File: config.mk
export PLATFORM = sky130hd
export DESIGN_NAME = entry_sequencer
export DESIGN_NICKNAME = d
export VERILOG_FILES = /design/src/rtl/entry_pkg.sv /design/src/rtl/cycle_timer.sv /design/src/rtl/entry_sequencer.sv
export SDC_FILE = /design/constraint.sdc
export NUM_CORES = 1
export LEC_CHECK = 0
export ABC_CLOCK_PERIOD_IN_PS = 2300
export BUFFER_PORTS_ARGS = -buffer_cell sky130_fd_sc_hd__buf_2
export CAP_MARGIN = 30
export CORE_ASPECT_RATIO = 2
export CORE_MARGIN = 2
export CORE_UTILIZATION = 53
export CTS_CLUSTER_DIAMETER = 30
export DETAILED_ROUTE_END_ITERATION = 10
export PLACE_DENSITY = 0.84
export SYNTH_ARGS = -nofsm -noshare
export SYNTH_HDL_FRONTEND = slang
export SYNTH_SLANG_ARGS = --single-unit
File: constraint.sdc
create_clock -name clk -period 2.3 [get_ports clk]
set_input_delay 0.345 -clock clk [delete_from_list [all_inputs] [get_ports clk]]
set_output_delay 0.345 -clock clk [all_outputs]
set_load 0.02 [all_outputs]
File: src/rtl/entry_pkg.sv
// Shared definitions for the keypad entry sequencer: FSM state codes,
// special key codes, the blank display digit and small value helpers.
package entry_pkg;

    typedef enum logic [7:0] {
        ST_IDLE = 8'h00,
        ST_ONE  = 8'h01,
        ST_TWO  = 8'h02,
        ST_SHOW = 8'h04
    } entry_state_e;

    localparam logic [3:0] KEY_CLEAR   = 4'hA;
    localparam logic [3:0] KEY_ENTER   = 4'hB;
    localparam logic [3:0] BLANK_DIGIT = 4'hA;

    // Decimal digit keys are 0-9; anything above is a command or ignored.
    function automatic logic is_digit(input logic [3:0] code);
        return code <= 4'd9;
    endfunction

    // Combines tens and units digits into a 0-99 value.
    function automatic logic [6:0] two_digit_value(input logic [3:0] tens,
                                                   input logic [3:0] ones);
        return (7'(tens) * 7'd10) + 7'(ones);
    endfunction

endpackage

File: src/rtl/cycle_timer.sv
// Down-counting interval timer. A load arms it for CYCLES enabled cycles;
// done is raised during the last of those cycles. Load wins over counting.
module cycle_timer #(
    parameter int unsigned CYCLES = 8
) (
    input  logic clk,
    input  logic rst_n,
    input  logic load_i,
    input  logic enable_i,
    output logic done_o
);

    localparam int unsigned CountW = (CYCLES > 1) ? $clog2(CYCLES) : 1;
    localparam logic [CountW-1:0] LoadVal = CountW'(CYCLES - 1);

    logic [CountW-1:0] count_q, count_d;

    // Reload on request, otherwise count down while enabled and stop at zero.
    always_comb begin
        count_d = count_q;
        if (load_i) begin
            count_d = LoadVal;
        end else if (enable_i && (count_q != '0)) begin
            count_d = count_q - CountW'(1);
        end
    end

    // Counter register.
    always_ff @(posedge clk or negedge rst_n) begin
        if (!rst_n) begin
            count_q <= '0;
        end else begin
            count_q <= count_d;
        end
    end

    assign done_o = enable_i && (count_q == '0);

endmodule

File: src/rtl/entry_sequencer.sv
// Two-digit keypad entry sequencer. Collects up to two decimal digits,
// accepts them on ENTER, shows the accepted value for SHOW_CYCLES cycles,
// and blanks the display on CLEAR or when the show period ends.
// Optional feature: define ENTRY_TIMEOUT_EN to abandon a partial entry after
// TIMEOUT_CYCLES cycles without any key strobe.
module entry_sequencer
    import entry_pkg::*;
#(
    parameter int unsigned SHOW_CYCLES    = 100000000,
    parameter int unsigned TIMEOUT_CYCLES = 500000000
) (
    input  logic       clk,
    input  logic       rst_n,
    input  logic       key_valid,
    input  logic [3:0] key_code,
    output logic       digit_changed,
    output logic [3:0] number_input,
    output logic       two_digit_clear,
    output logic       disp_val,
    output logic [3:0] first_val_digit,
    output logic [3:0] second_val_digit,
    output logic [7:0] state,
    output logic       code_valid,
    output logic [6:0] code_value,
    output logic       timeout
);

    if (SHOW_CYCLES == 0 || TIMEOUT_CYCLES == 0) begin : g_param_check
        $error("entry_sequencer: SHOW_CYCLES and TIMEOUT_CYCLES must be nonzero");
    end

    entry_state_e state_q, state_d;
    logic [3:0]   d0_q, d0_d;
    logic [3:0]   d1_q, d1_d;
    logic         digit_changed_q, digit_changed_d;
    logic [3:0]   number_input_q, number_input_d;
    logic         two_digit_clear_q, two_digit_clear_d;
    logic         disp_val_q, disp_val_d;
    logic [3:0]   first_q, first_d;
    logic [3:0]   second_q, second_d;
    logic         code_valid_q, code_valid_d;
    logic [6:0]   code_value_q, code_value_d;

    logic show_load;
    logic show_done;
    logic entry_timed_out;
    logic clear_key;

    assign clear_key = key_valid && (key_code == KEY_CLEAR);

    cycle_timer #(
        .CYCLES(SHOW_CYCLES)
    ) u_show_timer (
        .clk     (clk),
        .rst_n   (rst_n),
        .load_i  (show_load),
        .enable_i(state_q == ST_SHOW),
        .done_o  (show_done)
    );

`ifdef ENTRY_TIMEOUT_EN
    logic idle_done;
    logic timeout_q;

    cycle_timer #(
        .CYCLES(TIMEOUT_CYCLES)
    ) u_idle_timer (
        .clk     (clk),
        .rst_n   (rst_n),
        .load_i  (key_valid),
        .enable_i((state_q == ST_ONE) || (state_q == ST_TWO)),
        .done_o  (idle_done)
    );

    // A key arriving in the expiry cycle keeps the entry alive.
    assign entry_timed_out = idle_done && !key_valid;

    // Registered abort strobe, aligned with the blank strobe it accompanies.
    always_ff @(posedge clk or negedge rst_n) begin
        if (!rst_n) begin
            timeout_q <= 1'b0;
        end else begin
            timeout_q <= entry_timed_out;
        end
    end

    assign timeout = timeout_q;
`else
    assign entry_timed_out = 1'b0;
    assign timeout         = 1'b0;
`endif

    // Next-state and registered-output logic. CLEAR, show expiry and entry
    // timeout all collapse into one return-to-idle path so a single blank
    // strobe is issued even when they coincide.
    always_comb begin
        state_d           = state_q;
        d0_d              = d0_q;
        d1_d              = d1_q;
        digit_changed_d   = 1'b0;
        number_input_d    = number_input_q;
        two_digit_clear_d = 1'b0;
        disp_val_d        = disp_val_q;
        first_d           = first_q;
        second_d          = second_q;
        code_valid_d      = 1'b0;
        code_value_d      = code_value_q;
        show_load         = 1'b0;

        if (clear_key || show_done || entry_timed_out) begin
            state_d           = ST_IDLE;
            d0_d              = 4'd0;
            d1_d              = 4'd0;
            two_digit_clear_d = 1'b1;
            disp_val_d        = 1'b0;
            first_d           = BLANK_DIGIT;
            second_d          = BLANK_DIGIT;
        end else if (key_valid) begin
            case (state_q)
                ST_IDLE: begin
                    if (is_digit(key_code)) begin
                        state_d         = ST_ONE;
                        d0_d            = key_code;
                        digit_changed_d = 1'b1;
                        number_input_d  = key_code;
                    end
                end
                ST_ONE: begin
                    if (is_digit(key_code)) begin
                        state_d         = ST_TWO;
                        d1_d            = d0_q;
                        d0_d            = key_code;
                        digit_changed_d = 1'b1;
                        number_input_d  = key_code;
                    end else if (key_code == KEY_ENTER) begin
                        state_d      = ST_SHOW;
                        code_value_d = {3'b000, d0_q};
                        first_d      = BLANK_DIGIT;
                        second_d     = d0_q;
                        code_valid_d = 1'b1;
                        disp_val_d   = 1'b1;
                        show_load    = 1'b1;
                        d0_d         = 4'd0;
                        d1_d         = 4'd0;
                    end
                end
                ST_TWO: begin
                    if (key_code == KEY_ENTER) begin
                        state_d      = ST_SHOW;
                        code_value_d = two_digit_value(d1_q, d0_q);
                        first_d      = d1_q;
                        second_d     = d0_q;
                        code_valid_d = 1'b1;
                        disp_val_d   = 1'b1;
                        show_load    = 1'b1;
                        d0_d         = 4'd0;
                        d1_d         = 4'd0;
                    end
                end
                default: begin
                end
            endcase
        end
    end

    // State and output registers; reset abandons any entry or show silently.
    always_ff @(posedge clk or negedge rst_n) begin
        if (!rst_n) begin
            state_q           <= ST_IDLE;
            d0_q              <= 4'd0;
            d1_q              <= 4'd0;
            digit_changed_q   <= 1'b0;
            number_input_q    <= 4'd0;
            two_digit_clear_q <= 1'b0;
            disp_val_q        <= 1'b0;
            first_q           <= BLANK_DIGIT;
            second_q          <= BLANK_DIGIT;
            code_valid_q      <= 1'b0;
            code_value_q      <= 7'd0;
        end else begin
            state_q           <= state_d;
            d0_q              <= d0_d;
            d1_q              <= d1_d;
            digit_changed_q   <= digit_changed_d;
            number_input_q    <= number_input_d;
            two_digit_clear_q <= two_digit_clear_d;
            disp_val_q        <= disp_val_d;
            first_q           <= first_d;
            second_q          <= second_d;
            code_valid_q      <= code_valid_d;
            code_value_q      <= code_value_d;
        end
    end

    assign digit_changed    = digit_changed_q;
    assign number_input     = number_input_q;
    assign two_digit_clear  = two_digit_clear_q;
    assign disp_val         = disp_val_q;
    assign first_val_digit  = first_q;
    assign second_val_digit = second_q;
    assign state            = state_q;
    assign code_valid       = code_valid_q;
    assign code_value       = code_value_q;

endmodule

# After elaboration in Yosys (flattened, before gate mapping)
# Cells that the tools add are included.
# op_classes
n_eq_ne	12
n_div	0
reduce_logical	19
n_mul	1
muxes	49
order_cmp	1
shifts	0
add_sub_neg	2
bitwise	1
# ops
op	count
$mux W4	18
$mux W27	2
$mux W8	5
$logic_not A27 Y1	1
$reduce_bool A27 Y1	1
$sub A27 B1 Y27 const B	1
$pmux W4 S2	3
$pmux W8 S3	1
$mux W7	3
$pmux W7 S2	1
$mux W1	13
$ne A3 B3 Y1 const B	4
$pmux W4 S3	1
$eq A4 B4 Y1 const B	2
$eq A8 B1 Y1 const B	1
$eq A8 B2 Y1 const B	1
$eq A8 B3 Y1 const B	1
$logic_not A8 Y1	1
$add A7 B4 Y7	1
$mul A4 B3 Y6 const B	1
$ne A2 B2 Y1 const B	3
$reduce_and A3 Y1	2
$reduce_and A6 Y1	1
$reduce_bool A2 Y1	3
11 further kinds	14
# word_totals
n_memories	0
input_bits	7
elab_cells	97
reg_bits	66
romBits	0
latch_bits	0
mem_bits_rw	0

# Longest topological paths before layout
# logic_depth
word_depth	7
depth_mapped	8
mapped_depth_nobuf	8

# Modules after synthesis
# Synthesis repeated with hierarchy kept, for this count alone.
# hier_totals
cells_unflattened	346
area_unflattened_um2	3644.7
# by_module_without_submodules
module	cells_each	instances	seq_area_each_um2	area_per_inst_um2
entry_sequencer	188	1	980.9	2067.0
cycle_timer	158	1	675.6	1577.8

# Worst setup path before layout
# Ideal clock, no wire load.
# synth_timing
path_kind	reg2reg
start	reg state_q[3], in the netlist state[3]
end	reg number_input_q[0], in the netlist number_input[0]
setup_ns	0.125
required_ns	2.175
stages_incl_launch_ff	5
path_buffers	0
slack_ns	0.121
t_arrival_ns	2.054
cell_sequence	dfrtp_1 > or4_1 > or2_2 > nor3_2 > mux2_2
# synth_between
elab_chain_cells	5
elab_cells_between_ends	8
cone_classes	2 x eq/ne; 1 x bitwise; 5 x reduce/logical
# synth_rtl
element	line_no	source
from (decl)	entry_sequencer.sv:32	entry_state_e state_q, state_d;
from (signal assigned)	entry_sequencer.sv:181	state_q <= state_d;
$eq A8 B3 Y1	entry_sequencer.sv:57	.enable_i(state_q == ST_SHOW),
$logic_and A1 B1 Y1	cycle_timer.sv:37	assign done_o = enable_i && (count_q == '0);
$logic_or A1 B1 Y1	entry_sequencer.sv:110	if (clear_key || show_done || entry_timed_out) begin
$not A1 Y1 (no line)	-	
$reduce_and A4 Y1 (no line) (*)	-	
to (signal assigned)	entry_sequencer.sv:185	number_input_q <= number_input_d;
to (decl)	entry_sequencer.sv:36	logic [3:0] number_input_q, number_input_d;
# Every way passes the cells marked *; elsewhere a longest branch is shown, timed or not.
# A chain may end at the register's enable or synchronous reset.

# Worst setup path in the final report
# layout_timing
start	reg state_q[5], in the netlist state[5]
end	reg number_input_q[2], in the netlist number_input[2]
# Same word-level chain as after synthesis.

==> reports/results.ini <==
[worst_setup_path]
reg2reg_from = state[5]
timing.rr.end = number_input[2]
rr_worst_depth = 4
crit_type = reg -> reg
r2r_slack_ns = 0.11
path_max_fanout = 5
worstPathArrival_ns = 2.40
required_ns = 2.51
end_kind = flop
crit_path_start_kind = flop

[die]
initial_core_util_pct = 54.42
die_h_um = 117.4
coreArea_mm2 = 0.006259
rows = 41
dieArea_mm2 = 0.007122
die_w_um = 60.69
ios = 39

[clock_network]
cts_made_buffers = 9
cts_root_buf = clkbuf_16
clock_path_buffers = 2
clk_pin_slew_ns = 0.05
cts_tree = yes
clkSinkCount = 66
htree_levels = 3
worstSkewPairLatency_ns = 0.33

[grt]
grt_pass1_vias = 2996
track_usage_pct = 26.69
grt_max_degree = 43
grt.overflow.total = 0
grt_pass1_wl_um = 14260
antenna_found_initial = 0

[sta]
fin_crit_sh_pct = 95.02
setup_viol = 0
setup_tns_ns = 0
whs_ns = 0.02100
relSlewSlack_pct = 60.28
finClkSkew_ns = 0.005056
fmaxAchievable_mhz = 457.6
hold_viol_final = 0
period_minus_slack_ns = 2.186
tightest_slew_ns = 0.5958
rsz0062_at_grt = false
drv_slew = 0

[place]
dpl_cell_area_mm2 = 0.003840
place_congestion = 0.8903
dp_hpwl_um = 6041
io_buffers = 37

[logic_synthesis]
ys_ff_latch = 66
synth_flop_cell = dfrtp_1
synthesis.nets = 365
syn_inst = 348
synth_area_leaders = dfrtp_1, nor2_1, nand2_1
ys_types = 58
synth_area_leader_cell = dfrtp_1
async_reset_ff_share_pct = 100.0
yosys_warnings = 0
synth-edff-count = 0
synthesis.area_mm2 = 0.003406
syn_avg_cell_area_um2 = 9.787
yosys.area.top_type_share_pct = 45.55
synth-seq-area-share_pct = 48.64

[pwr]
leakage_nw = 1.867
ir_worst_vdd_v = 0.0008229
pwr_density_cell_mw_per_mm2 = 1138

[layout]
layout-area-overhead-vs-synth_pct = 22.67
regArea_mm2 = 0.001657
drive_gt1_share_pct = 24.27
fill_cells = 496
n_antenna_cell = 0
layout.nets = 424
final_area_mm2 = 0.004178
multi_input_area_mm2 = 0.001673

[outcome]
outcome = completed

[detailed_routing]
drt_first_pass_iters = 5
routed_wl_um = 8632
drc = 0
vias = 3033
drt_iter0_drc = 90
via_per_inst = 6.090
ant_nets = 0
wl_per_cell_um = 17.33

[flow_run]
drv_cap = 0

[min_path]
hold_path_class = in -> async

## Yosys cell counts (2+ instances only)
master and number:
dfstp_2 4, nor2b_1 3, or3_1 2, or4_1 4
dfrtp_1 62, and2_1 6, buf_4 2, nor4_1 5
o21ai_0 14, o31ai_1 7, nand2_1 29, a22oi_1 5
inv_1 8, clkbuf_1 9, a31oi_1 5, a32oi_1 2
buf_2 3, nor3_1 18, a21oi_1 15, nand3_1 9
nor4_4 2, o21a_1 3, o21ai_1 3, xor2_1 8
fa_1 2, xnor2_1 3, nor2_1 43, mux2i_1 2
o211ai_1 4, nand4b_1 3, nor4b_1 2, nand2b_1 4
ha_1 8, or2_2 2, mux2_2 4, and3_1 5
a211oi_1 8, and4_1 6, nand4_1 5
## registers in the layout, summed over array words and instances, names as in the netlist
signal                flops
digit_changed             1
disp_val                  1
two_digit_clear           1
state                     8
first_val_digit           4
d0_q                      4
u_show_timer.count_q     27
number_input              4
code_valid                1
second_val_digit          4
code_value                7
d1_q                      4
## layout by cell type (no fill, tap or decap), types with 5 or more instances in the layout
cell type	n
dfrtp_1	62
a211oi_1	8
nand3_1	9
o31ai_1	7
nor4_1	5
clkbuf_16	9
clkbuf_8	5
a31oi_1	5
ha_1	8
nor2_1	43
o21ai_0	14
nor3_1	17
a21oi_1	14
and2_1	6
a22oi_1	5
and3_1	5
nand2_1	29
nand4_1	5
buf_2	37
buf_4	23
and4_1	5
xor2_1	8
inv_1	8
## critical path, stage by stage, from the launching register on
cell and delay, ns:
dfrtp_1 0.39, or4_1 0.59, or2_2 0.38, nor3_2 0.33
mux2_2 0.38
## how the worst max path moves through the flow
stage	end	depth (start not counted)	startpoint	slack, ns
2_1_floorplan	number_input[0]	4	state[3]	0.12
3_3_place_gp	u_show_timer.count_q[13]	6	u_show_timer.count_q[5]	0.15
3_5_place_dp	u_show_timer.count_q[13]	6	u_show_timer.count_q[5]	0.04
4_1_cts	u_show_timer.count_q[13]	6	u_show_timer.count_q[5]	0.03
5_1_grt	u_show_timer.count_q[19]	7	state[3]	0.02
6_report	number_input[2]	4	state[5]	0.11
## power breakdown
group          total [mW]  switching [mW]  internal [mW]
Sequential           1.84           0.328           1.51
Clock                1.34           0.470          0.875
Combinational        1.57           0.925          0.647
## through the flow
step	power [mW]	setup WS (ns)	utilization, %	instances
3_3_place_gp	3.304	0.1476	61.36	481
4_1_cts	4.762	0.03364	66.19	497
2_1_floorplan	2.789	0.1210	-	348
5_1_grt	5.031	0.02260	66.75	498
6_report	4.755	0.1145	66.75	498
3_5_place_dp	3.379	0.03588	61.36	481
## layer usage
layer  global-route usage, %  share of wire (%)  up-vias
met4                   15.49                4.9        0
met5                       0                  0        -
met2                   44.62                 55      116
met3                   4.520                4.5       38
li1                        -                  -     1395
met1                   30.27                 35     1484
## area by class of cell
class,instances,area share (%)
clock buffer,15,7.128
sequential,66,39.65
multi-input combinational,258,40.04
clock inverter,1,0.1198
timing repair buffer,62,9.524
tap,86,2.576
inverter,10,0.9584
## what timing repair did
action                                  4_1_cts  5_1_grt
resized for setup                             0        7
hold buffers                                  0        0
setup buffers                                 0        1
endpoints found under the setup margin        0       18
## logic make-up (layout without fill, tap and decap cells)
kind of cell	count (synthesis)	in the layout	share of synthesized area, %
other	1	1	0.1101
adders and majority gates	10	10	4.115
muxes	6	6	1.910
and+or+nand+nor	154	154	24.76
buffers and inverters	24	88	2.975
AOI/OAI and AO/OA	76	76	14.66
DFF	66	66	48.64
xor gates and xnor gates	11	11	2.829
Note: power is estimated with default switching activity, not from simulation.
